File: src/rtl/iob_pbus_split_pkg.sv
// Shared width derivations and target encoding for the IOb N-way peripheral-bus splitter.
package iob_pbus_split_pkg;

    function automatic int sel_width(input int n_slaves);
        return (n_slaves > 1) ? $clog2(n_slaves) : 1;
    endfunction

    // One extra bit so the unmapped "ERR" target never aliases a real target index.
    function automatic int tgt_width(input int n_slaves);
        return sel_width(n_slaves) + 1;
    endfunction

    function automatic int err_tgt(input int n_slaves);
        return 1 << sel_width(n_slaves);
    endfunction

    function automatic int cnt_width(input int max_outstanding);
        return $clog2(max_outstanding + 1);
    endfunction

    function automatic int strb_width(input int data_w);
        return data_w / 8;
    endfunction

endpackage

File: src/rtl/iob_pbus_split_tracker.sv
// Outstanding-read tracker: counts accepted reads, remembers the target that owes responses,
// generates the upstream stall, and answers unmapped reads one cycle after acceptance.
module iob_pbus_split_tracker
    import iob_pbus_split_pkg::*;
#(
    parameter int N_SLAVES        = 2,
    parameter int MAX_OUTSTANDING = 4,
    parameter int TGT_W           = tgt_width(N_SLAVES)
) (
    input  logic                clk,
    input  logic                cke,
    input  logic                rst,
    input  logic                is_read,
    input  logic                mapped,
    input  logic [TGT_W-1:0]    sel_tgt,
    input  logic                accept,
    input  logic [N_SLAVES-1:0] m_rvalid,
    output logic                stall,
    output logic [TGT_W-1:0]    cur_tgt,
    output logic                rsp_valid,
    output logic                err
);
    localparam int               CNT_W   = cnt_width(MAX_OUTSTANDING);
    localparam logic [CNT_W-1:0] CNT_MAX = CNT_W'(MAX_OUTSTANDING);

    logic [CNT_W-1:0]    cnt;
    logic                err_rvalid_q;
    logic [N_SLAVES-1:0] exp_mask;
    logic                acc_read;
    logic                unexpected;

    // Only the target owing responses may answer, and only while something is outstanding.
    always_comb begin
        exp_mask = '0;
        for (int i = 0; i < N_SLAVES; i++) begin
            exp_mask[i] = (cnt != '0) && (cur_tgt == TGT_W'(i));
        end
    end

    assign unexpected = |(m_rvalid & ~exp_mask);
    assign rsp_valid  = (|(m_rvalid & exp_mask)) | err_rvalid_q;
    assign acc_read   = accept & is_read;
    assign stall      = rst | ~cke
                      | (is_read & (cnt == CNT_MAX))
                      | (is_read & (cnt != '0) & (sel_tgt != cur_tgt));

    always_ff @(posedge clk or posedge rst) begin
        if (rst) begin
            cnt          <= '0;
            cur_tgt      <= '0;
            err_rvalid_q <= 1'b0;
            err          <= 1'b0;
        end else if (cke) begin
            case ({acc_read, rsp_valid})
                2'b10:   cnt <= cnt + CNT_W'(1);
                2'b01:   cnt <= cnt - CNT_W'(1);
                default: cnt <= cnt;
            endcase
            if (acc_read) begin
                cur_tgt <= sel_tgt;
            end
            err_rvalid_q <= acc_read & ~mapped;
            err          <= (accept & ~mapped) | unexpected;
        end
    end

endmodule

File: src/rtl/iob_pbus_split_n.sv
// N-way IOb peripheral-bus splitter: decodes the upper address bits, fans requests out to the
// selected manager port and returns read data in order, with an error responder for holes.
module iob_pbus_split_n
    import iob_pbus_split_pkg::*;
#(
    parameter int N_SLAVES        = 2,
    parameter int ADDR_W          = 32,
    parameter int DATA_W          = 32,
    parameter int MAX_OUTSTANDING = 4,
    parameter logic [DATA_W-1:0] ERR_DATA = '0,
    localparam int SEL_W  = sel_width(N_SLAVES),
    localparam int DA_W   = ADDR_W - SEL_W,
    localparam int STRB_W = strb_width(DATA_W)
) (
    input  logic                         clk_i,
    input  logic                         cke_i,
    input  logic                         arst_i,
    input  logic                         iob_valid_i,
    input  logic [ADDR_W-1:0]            iob_addr_i,
    input  logic [DATA_W-1:0]            iob_wdata_i,
    input  logic [STRB_W-1:0]            iob_wstrb_i,
    output logic                         iob_rvalid_o,
    output logic [DATA_W-1:0]            iob_rdata_o,
    output logic                         iob_ready_o,
    output logic [N_SLAVES-1:0]          m_valid_o,
    output logic [N_SLAVES*DA_W-1:0]     m_addr_o,
    output logic [N_SLAVES*DATA_W-1:0]   m_wdata_o,
    output logic [N_SLAVES*STRB_W-1:0]   m_wstrb_o,
    input  logic [N_SLAVES-1:0]          m_rvalid_i,
    input  logic [N_SLAVES*DATA_W-1:0]   m_rdata_i,
    input  logic [N_SLAVES-1:0]          m_ready_i,
    output logic                         err_o,
    output logic [ADDR_W-1:0]            err_addr_o
);
    localparam int               TGT_W   = tgt_width(N_SLAVES);
    localparam logic [TGT_W-1:0] ERR_TGT = TGT_W'(err_tgt(N_SLAVES));

    logic [SEL_W-1:0] sel;
    logic [TGT_W-1:0] sel_tgt;
    logic [TGT_W-1:0] cur_tgt;
    logic             mapped;
    logic             is_read;
    logic             stall;
    logic             tgt_ready;
    logic             accept;
    logic             rsp_valid;

    assign sel     = iob_addr_i[ADDR_W-1 -: SEL_W];
    assign is_read = (iob_wstrb_i == '0);
    assign sel_tgt = mapped ? {1'b0, sel} : ERR_TGT;

    always_comb begin
        mapped = 1'b0;
        for (int i = 0; i < N_SLAVES; i++) begin
            if (sel == SEL_W'(i)) begin
                mapped = 1'b1;
            end
        end
    end

    // Address, data and strobes go to every port; only m_valid_o qualifies the target.
    always_comb begin
        m_valid_o = '0;
        m_addr_o  = '0;
        m_wdata_o = '0;
        m_wstrb_o = '0;
        tgt_ready = 1'b1;
        for (int i = 0; i < N_SLAVES; i++) begin
            m_addr_o[i*DA_W +: DA_W]       = iob_addr_i[DA_W-1:0];
            m_wdata_o[i*DATA_W +: DATA_W]  = iob_wdata_i;
            m_wstrb_o[i*STRB_W +: STRB_W]  = iob_wstrb_i;
            if (mapped && (sel == SEL_W'(i))) begin
                m_valid_o[i] = iob_valid_i & ~stall;
                tgt_ready    = m_ready_i[i];
            end
        end
    end

    assign iob_ready_o = ~stall & tgt_ready;
    assign accept      = iob_valid_i & iob_ready_o;

    always_comb begin
        iob_rdata_o = ERR_DATA;
        for (int i = 0; i < N_SLAVES; i++) begin
            if (cur_tgt == TGT_W'(i)) begin
                iob_rdata_o = m_rdata_i[i*DATA_W +: DATA_W];
            end
        end
    end

    assign iob_rvalid_o = rsp_valid;

    iob_pbus_split_tracker #(
        .N_SLAVES        (N_SLAVES),
        .MAX_OUTSTANDING (MAX_OUTSTANDING),
        .TGT_W           (TGT_W)
    ) u_tracker (
        .clk       (clk_i),
        .cke       (cke_i),
        .rst       (arst_i),
        .is_read   (is_read),
        .mapped    (mapped),
        .sel_tgt   (sel_tgt),
        .accept    (accept),
        .m_rvalid  (m_rvalid_i),
        .stall     (stall),
        .cur_tgt   (cur_tgt),
        .rsp_valid (rsp_valid),
        .err       (err_o)
    );

    always_ff @(posedge clk_i or posedge arst_i) begin
        if (arst_i) begin
            err_addr_o <= '0;
        end else if (cke_i && accept && !mapped) begin
            err_addr_o <= iob_addr_i;
        end
    end

endmodule

File: config.mk
export PLATFORM = sky130hd
export DESIGN_NAME = iob_pbus_split_n
export DESIGN_NICKNAME = d
export VERILOG_FILES = /design/src/rtl/iob_pbus_split_pkg.sv /design/src/rtl/iob_pbus_split_tracker.sv /design/src/rtl/iob_pbus_split_n.sv
export SDC_FILE = /design/constraint.sdc
export NUM_CORES = 1
export LEC_CHECK = 0
export ABC_AREA = 1
export CAP_MARGIN = 20
export CORE_AREA = 2 2 135 137
export DETAILED_ROUTE_END_ITERATION = 7
export DIE_AREA = 0 0 137 139
export PLACE_DENSITY_LB_ADDON = 0.2
export SYNTH_ARGS = -nofsm -noshare
export SYNTH_HDL_FRONTEND = slang
export SYNTH_SLANG_ARGS = --single-unit
File: constraint.sdc
create_clock -name clk_i -period 1.9 [get_ports clk_i]
set_input_delay 0.19 -clock clk_i [delete_from_list [all_inputs] [get_ports clk_i]]
set_output_delay 0.19 -clock clk_i [all_outputs]
set_load 0.02 [all_outputs]
==> flow_metrics.tcl, run 1 <==
set metrics [dict create \
    rr_endpoint "u_tracker.cnt[2]$_DFFE_PP0P_" \
    timing.critical_path.required_ns 2.01 \
    cp.arrival_ns 1.98 \
    setup.worst_path.start_class "flop" \
    worst-path-max-fanout 2 \
    layout_commonest_cell "sky130_fd_sc_hd__nand2_1" \
    post_drt_via_cell_ratio 2.96 \
    crit_start "u_tracker.cnt[1]$_DFFE_PP0P_" \
    hold_path_class "in2async" \
    postRouteAntennaNets 0 \
    proportion_of_layout_cells_with_a_drive_suffix_above_1_pct 18.9 \
    syn_area_per_cell_um2 6.39 \
    core.rowCount 49 \
    fp.coreArea_um2 17700 \
    detailedPlacementHpwl_mm 5.04 \
    number_of_maximum_capacitance_constraint_violations 0 \
    num_ports 343 \
    design_area_final_um2 2750 \
    fmax_ghz 0.533 \
    h-tree-depth 1 \
    power_density_nw_per_um2 577 \
    finalWirelength_mm 5.97 \
    outcome "finished clean" \
    report.final.hold_viol_count 0 \
    fillerInstances 2059 \
    clk_root_buffer_cell "sky130_fd_sc_hd__clkbuf_16" \
    finalCoreUtilization_pct 15.6 \
    post_synth_inst_count 333 \
    n_antenna_cell 0 \
    r2r_slack_ns 0.02 \
    tritoncts "yes" \
    route.detailed.wl_per_inst_um 10.4 \
    grt_pass1_vias 1706 \
    timing.final.max_slew_violations 0 \
    grt_overflow_total 0 \
    initial_core_util_pct 12.0 \
    irDropWorstVdd_uv 304 \
    place_area_um2 2620 \
    grt_setup_unrepaired "yes" \
    min_period_over_period_pct 98.8 \
    grt_first_pass_wirelength_mm 8.76 \
    post-synth-top-area-fraction_pct 58.6 \
    layout_common_cells "sky130_fd_sc_hd__nand2_1 (104), sky130_fd_sc_hd__clkdlybuf4s50_1 (80), sky130_fd_sc_hd__dlygate4sd2_1 (36)" \
    drtIter0Drc 22 \
    fp.dieW_um 137 \
    globalplace.congestion 0.743 \
    ys.warnings.count 0 \
    io_buffer_count 121 \
    detail_route.drc_violations 0 \
    cts-buffers-inserted 3 \
    grt_max_degree 23 \
    reg2reg_from "u_tracker.cnt[1]$_DFFE_PP0P_" \
    synth_cell_types 26 \
    setup_viol 0 \
    post_layout_min_period_ns 1.88 \
    synth_area_leader_cell "sky130_fd_sc_hd__buf_4" \
    die_area_um2 19000 \
    clkLatencyLatePin_ns 0.23 \
    critPathCaptureType "flop" \
    final_cells 573 \
    die_height_um 139 \
    post_synth_instance_area_um2 2130 \
    synthTopCellsByArea "sky130_fd_sc_hd__buf_4 (59%), sky130_fd_sc_hd__nand2_1 (19%), sky130_fd_sc_hd__dfrtp_1 (5.9%), sky130_fd_sc_hd__inv_1 (1.6%), sky130_fd_sc_hd__nand2_2 (1.5%)" \
    clkTransAtPathRegs_ns 0.04 \
    dr_total_vias 1696 \
    path_class "reg2reg" \
    synthToLayoutAreaGrowth_pct 29.4 \
    cts.path.max_buffers 2 \
    timing.clock.skew_ns 0.00472 \
    finish.net_count 487 \
    ys_seq_elements 5 \
    place_inst 563 \
    ff2ff_path_depth 11 \
    detailedRoute.firstPassIterationCount 4 \
    cellLeakagePower_nw 1.32 \
    grt_antenna_before_repair 0 \
    global_route.usage.total_pct 5.85 \
    cts_sinks 5 \
    synth_sequential_area_ratio_pct 5.88 \
]
final cells by class:
type                            count  area, µm²  area share (%)
Timing Repair Buffer              149       1370            49.9
Multi-Input combinational cell    174        836            30.4
Tap cell                          229        287            10.4
Sequential cell                     5        126            4.59
Clock buffer                        4       78.8            2.86
Inverter                           12       50.0            1.82
power by group:
part	switching, mW	total [mW]	internal, mW
clock	0.0771	0.356	0.279
combinational	0.554	1.05	0.496
sequential	0.0359	0.182	0.146
total	0.667	1.59	0.921
worst max path at each step:
stage | endpoint | slack, ns | cells after the start
after floorplan | u_tracker.cnt[2]$_DFFE_PP0P_ | 0.004 | 11
after detailed placement | u_tracker.cnt[2]$_DFFE_PP0P_ | -0.37 | 12
after CTS | u_tracker.cnt[2]$_DFFE_PP0P_ | -0.01 | 11
after global routing | u_tracker.cnt[2]$_DFFE_PP0P_ | -0.07 | 11
final | u_tracker.cnt[2]$_DFFE_PP0P_ | 0.02 | 11
after global placement | u_tracker.cnt[2]$_DFFE_PP0P_ | -0.34 | 12
timing repair:
item                       in CTS  in global routing
pin swaps                      11                  8
hold buffers                    0                  0
setup buffers                   3                  3
gates resized for setup        49                 15
setup endpoints to repair      37                  5
stage by stage:
step                      TNS [ns]  hold slack, ns  setup WS (ns)  power, mW
final                            0           0.305         0.0232       1.59
after global routing       -0.0747           0.333        -0.0719       1.72
after CTS                  -0.0148           0.313        -0.0148       1.55
after detailed placement     -1.58           0.380         -0.369       1.19
after global placement       -1.53           0.380         -0.339       1.19
after floorplan                  0         -0.0233        0.00358       1.11
worst max-delay path: stages, from the launching register on:
cell,delay [ns]
sky130_fd_sc_hd__dfrtp_1,0.40
sky130_fd_sc_hd__nor2_4,0.16
sky130_fd_sc_hd__nand2_2,0.07
sky130_fd_sc_hd__nor2_2,0.09
sky130_fd_sc_hd__nor2_2,0.05
sky130_fd_sc_hd__nand4_4,0.07
sky130_fd_sc_hd__ha_4,0.13
sky130_fd_sc_hd__inv_2,0.04
sky130_fd_sc_hd__fa_2,0.36
sky130_fd_sc_hd__a21oi_2,0.16
sky130_fd_sc_hd__o21ai_2,0.07
sky130_fd_sc_hd__xor2_1,0.13
Yosys cell counts:
cell and number:
sky130_fd_sc_hd__dfrtp_1 5, sky130_fd_sc_hd__xor2_1 2, sky130_fd_sc_hd__buf_6 1, sky130_fd_sc_hd__nor2_1 5, sky130_fd_sc_hd__nand2_1 106, sky130_fd_sc_hd__o21bai_4 1
sky130_fd_sc_hd__nor3_1 1, sky130_fd_sc_hd__conb_1 1, sky130_fd_sc_hd__inv_6 1, sky130_fd_sc_hd__fa_1 1, sky130_fd_sc_hd__inv_1 9, sky130_fd_sc_hd__nor2_2 5
sky130_fd_sc_hd__inv_2 2, sky130_fd_sc_hd__buf_4 166, sky130_fd_sc_hd__nand2_2 5, sky130_fd_sc_hd__nand3_1 3, sky130_fd_sc_hd__nand4_1 1, sky130_fd_sc_hd__a21oi_1 3
sky130_fd_sc_hd__nand2_4 1, sky130_fd_sc_hd__o21ai_1 2, sky130_fd_sc_hd__nand3_2 1, sky130_fd_sc_hd__ha_1 1, sky130_fd_sc_hd__nor2_4 2, sky130_fd_sc_hd__nand4_2 1
sky130_fd_sc_hd__buf_2 6, sky130_fd_sc_hd__o21ai_0 1
flip-flops by register name, indices dropped and copies added, names as in the netlist:
| signal | count |
|---|---|
| u_tracker.cnt | 3 |
| u_tracker.cur_tgt | 1 |
| u_tracker.err | 1 |
logic make-up after synthesis:
logic type      share of synthesized area (%)
buf+inv                                  62.9
simple gates                             26.4
compound gates                           2.29
flops                                    5.88
xor+xnor                                0.824
fa+ha+maj                                1.53
other cells                             0.176
metal layers:
metal	global-route usage, %	part of all wire, %	vias to the layer above
met5	0	0	-
met4	2.93	4.6	0
met3	2.60	13	46
met2	9.85	47	119
met1	6.14	35	705
li1	-	-	826
Note: power is estimated with default switching activity, not from simulation.
==> inputs of run 2 (changes only) <==
--- a/config.mk
+++ b/config.mk
@@ -6,11 +6,13 @@
 export NUM_CORES = 1
 export LEC_CHECK = 0
 export ABC_AREA = 1
-export CAP_MARGIN = 20
+export CAP_MARGIN = 30
 export CORE_AREA = 2 2 135 137
+export CTS_CLUSTER_SIZE = 20
 export DETAILED_ROUTE_END_ITERATION = 7
 export DIE_AREA = 0 0 137 139
 export PLACE_DENSITY_LB_ADDON = 0.2
+export SKIP_CTS_REPAIR_TIMING = 1
 export SYNTH_ARGS = -nofsm -noshare
 export SYNTH_HDL_FRONTEND = slang
 export SYNTH_SLANG_ARGS = --single-unit
==> flow_metrics.tcl, run 2 (same netlist as run 1, synthesis figures left out) <==
set metrics [dict create \
    outcome "finished, violations left" \
    violations "setup timing" \
    cp.arrival_ns 2.03 \
    globalplace.congestion 0.743 \
    slowest_delay_ns 0.40 \
    clkLatencyLatePin_ns 0.23 \
    setup_tns_ns -0.0286 \
    seq_area_um2 126 \
    m1_gr_usage_pct 6.09 \
    route.detailed.wl_per_inst_um 10.5 \
    power.clock.fraction_pct 22.6 \
    largest_register_by_flop_count "u_tracker.cnt" \
    detailedRoute.firstPassIterationCount 4 \
    grt_overflow_total 0 \
    grt_max_degree 23 \
    layout_commonest_cell "sky130_fd_sc_hd__nand2_1" \
    number_of_buffers_and_inverters_on_the_critical_path 1 \
    setup_viol 1 \
    power_switching_mw 0.646 \
    largestRegisters "u_tracker.cnt (3), u_tracker.cur_tgt (1), u_tracker.err (1)" \
    layout_common_cells "sky130_fd_sc_hd__nand2_1 (106), sky130_fd_sc_hd__clkdlybuf4s50_1 (80), sky130_fd_sc_hd__dlymetal6s2s_1 (40)" \
    global_route.usage.total_pct 5.78 \
    number_of_maximum_capacitance_constraint_violations 0 \
    post_drt_via_cell_ratio 2.97 \
    cellLeakagePower_nw 1.64 \
    hold_path_class "in2async" \
    initial_core_util_pct 12.0 \
    fillerInstances 2039 \
    n_antenna_cell 0 \
    core.rowCount 49 \
    irDropWorstVdd_uv 306 \
    post_layout_min_period_ns 1.93 \
    fmax_ghz 0.519 \
    proportion_of_layout_cells_with_a_drive_suffix_above_1_pct 15.7 \
    setup.worst_path.start_class "flop" \
    place_area_um2 2620 \
    cellInternalPower_mw 0.925 \
    timing.critical_path.required_ns 2.00 \
    path_class "reg2reg" \
    path_cells "nor2_4 > nand2_2 > nor2_2 > nor2_2 > nand4_2 > ha_2 > inv_2 > fa_2 > a21oi_2 > o21ai_1 > xor2_1" \
    pwr-share-seq_pct 11.7 \
    timing.final.max_slew_violations 0 \
    critPathCaptureType "flop" \
    num_ports 343 \
    finish.net_count 481 \
    design_area_final_um2 2830 \
    grt_pass1_vias 1669 \
    detail_route.drc_violations 0 \
    final.setup.worst_slack_ns -0.0286 \
    total_power_mw 1.57 \
    worst-path-max-fanout 2 \
    clk_root_buffer_cell "sky130_fd_sc_hd__clkbuf_16" \
    finalWirelength_mm 5.98 \
    cts_sinks 5 \
    drtIter0Drc 20 \
    tritoncts "yes" \
    fp.coreArea_um2 17700 \
    synthToLayoutAreaGrowth_pct 32.9 \
    die_height_um 139 \
    whs_ns 0.282 \
    timing.clock.skew_ns 0.00387 \
    detailedPlacementHpwl_mm 5.04 \
    sw_frac_of_total_pct 41.1 \
    gr_util_met3_pct 2.60 \
    postRouteAntennaNets 0 \
    h-tree-depth 1 \
    met2_usage_pct 9.64 \
    critPathSlowestCell "sky130_fd_sc_hd__dfrtp_1" \
    fp.dieW_um 137 \
    cts-buffers-inserted 3 \
    largest_reg_flops 3 \
    clkTransAtPathRegs_ns 0.04 \
    power_density_nw_per_um2 556 \
    cts.path.max_buffers 2 \
    busiest_layer "met2" \
    critical_path.most_common_cell "sky130_fd_sc_hd__nor2_2" \
    io_buffer_count 121 \
    die_area_um2 19000 \
    grt_first_pass_wirelength_mm 8.64 \
    dr_total_vias 1683 \
    grt_antenna_before_repair 0 \
    report.final.hold_viol_count 0 \
    combinationalPowerShare_pct 65.7 \
    r2r_slack_ns -0.03 \
    min_period_over_period_pct 102 \
    grt_setup_unrepaired "yes" \
    multi_input_comb_area_um2 803 \
    critical-path-top-delay-family "adder cells" \
]
-- run 2: changes by cell type in the layout (fill, tap and decap cells not counted), sizes merged --
cell / previous run / this run
dlygate4sd2: 36 / 0
buf: 29 / 23
clkbuf: 6 / 4
clkdlybuf4s15: 1 / 0
dlymetal6s2s: 1 / 40
-- run 2: worst register-to-register path, stage by stage (launching register included) --
cell	delay [ns]
sky130_fd_sc_hd__dfrtp_1	0.40
sky130_fd_sc_hd__nor2_4	0.16
sky130_fd_sc_hd__nand2_2	0.07
sky130_fd_sc_hd__nor2_2	0.12
sky130_fd_sc_hd__nor2_2	0.04
sky130_fd_sc_hd__nand4_2	0.10
sky130_fd_sc_hd__ha_2	0.18
sky130_fd_sc_hd__inv_2	0.04
sky130_fd_sc_hd__fa_2	0.34
sky130_fd_sc_hd__a21oi_2	0.12
sky130_fd_sc_hd__o21ai_1	0.09
sky130_fd_sc_hd__xor2_1	0.14
-- run 2: power groups by stage --
stage / clock [mW] / sequential (mW) / combinational (mW)
2_1_floorplan: 0 / 0.178 / 0.930
3_3_place_gp: 0 / 0.177 / 1.01
3_5_place_dp: 0 / 0.176 / 1.01
4_1_cts: 0.365 / 0.176 / 1.02
5_1_grt: 0.378 / 0.190 / 1.14
6_report: 0.355 / 0.184 / 1.03
-- run 2: worst paths after layout --
kind,from,end,cells after the start
setup / recovery,u_tracker.cnt[0]$_DFFE_PP0P_,u_tracker.cnt[2]$_DFFE_PP0P_,11
max in group asynchronous,arst_i,u_tracker.cur_tgt[0]$_DFFE_PP0P_,3
hold reg to reg,u_tracker.err$_DFFE_PP0P_,u_tracker.err$_DFFE_PP0P_,2
hold / removal,arst_i,u_tracker.err$_DFFE_PP0P_,3
min in group clk_i,iob_addr_i[31],u_tracker.cur_tgt[0]$_DFFE_PP0P_,3
setup reg to reg,u_tracker.cnt[0]$_DFFE_PP0P_,u_tracker.cnt[2]$_DFFE_PP0P_,11
-- run 2: final cells by class --
type                            instances  share of cell area, %
Timing Repair Buffer                  143                   52.4
Multi-Input combinational cell        174                   28.4
Sequential cell                         5                   4.47
Inverter                               12                   1.77
Tap cell                              229                   10.1
Clock buffer                            4                   2.79
-- run 2: per-layer routing --
layer	vias to the layer above	wire (µm)
met5	-	0
met1	703	2110
met2	119	2800
li1	815	-
met4	0	272
met3	46	793
-- run 2: stage by stage --
step	setup WS, ns	std cells	util, %
detailed placement	-0.369	563	14.8
global placement	-0.339	563	14.8
finish	-0.0286	567	16.0
CTS	-0.279	567	15.3
global route	-0.143	567	16.0
floorplan	0.00358	364	-
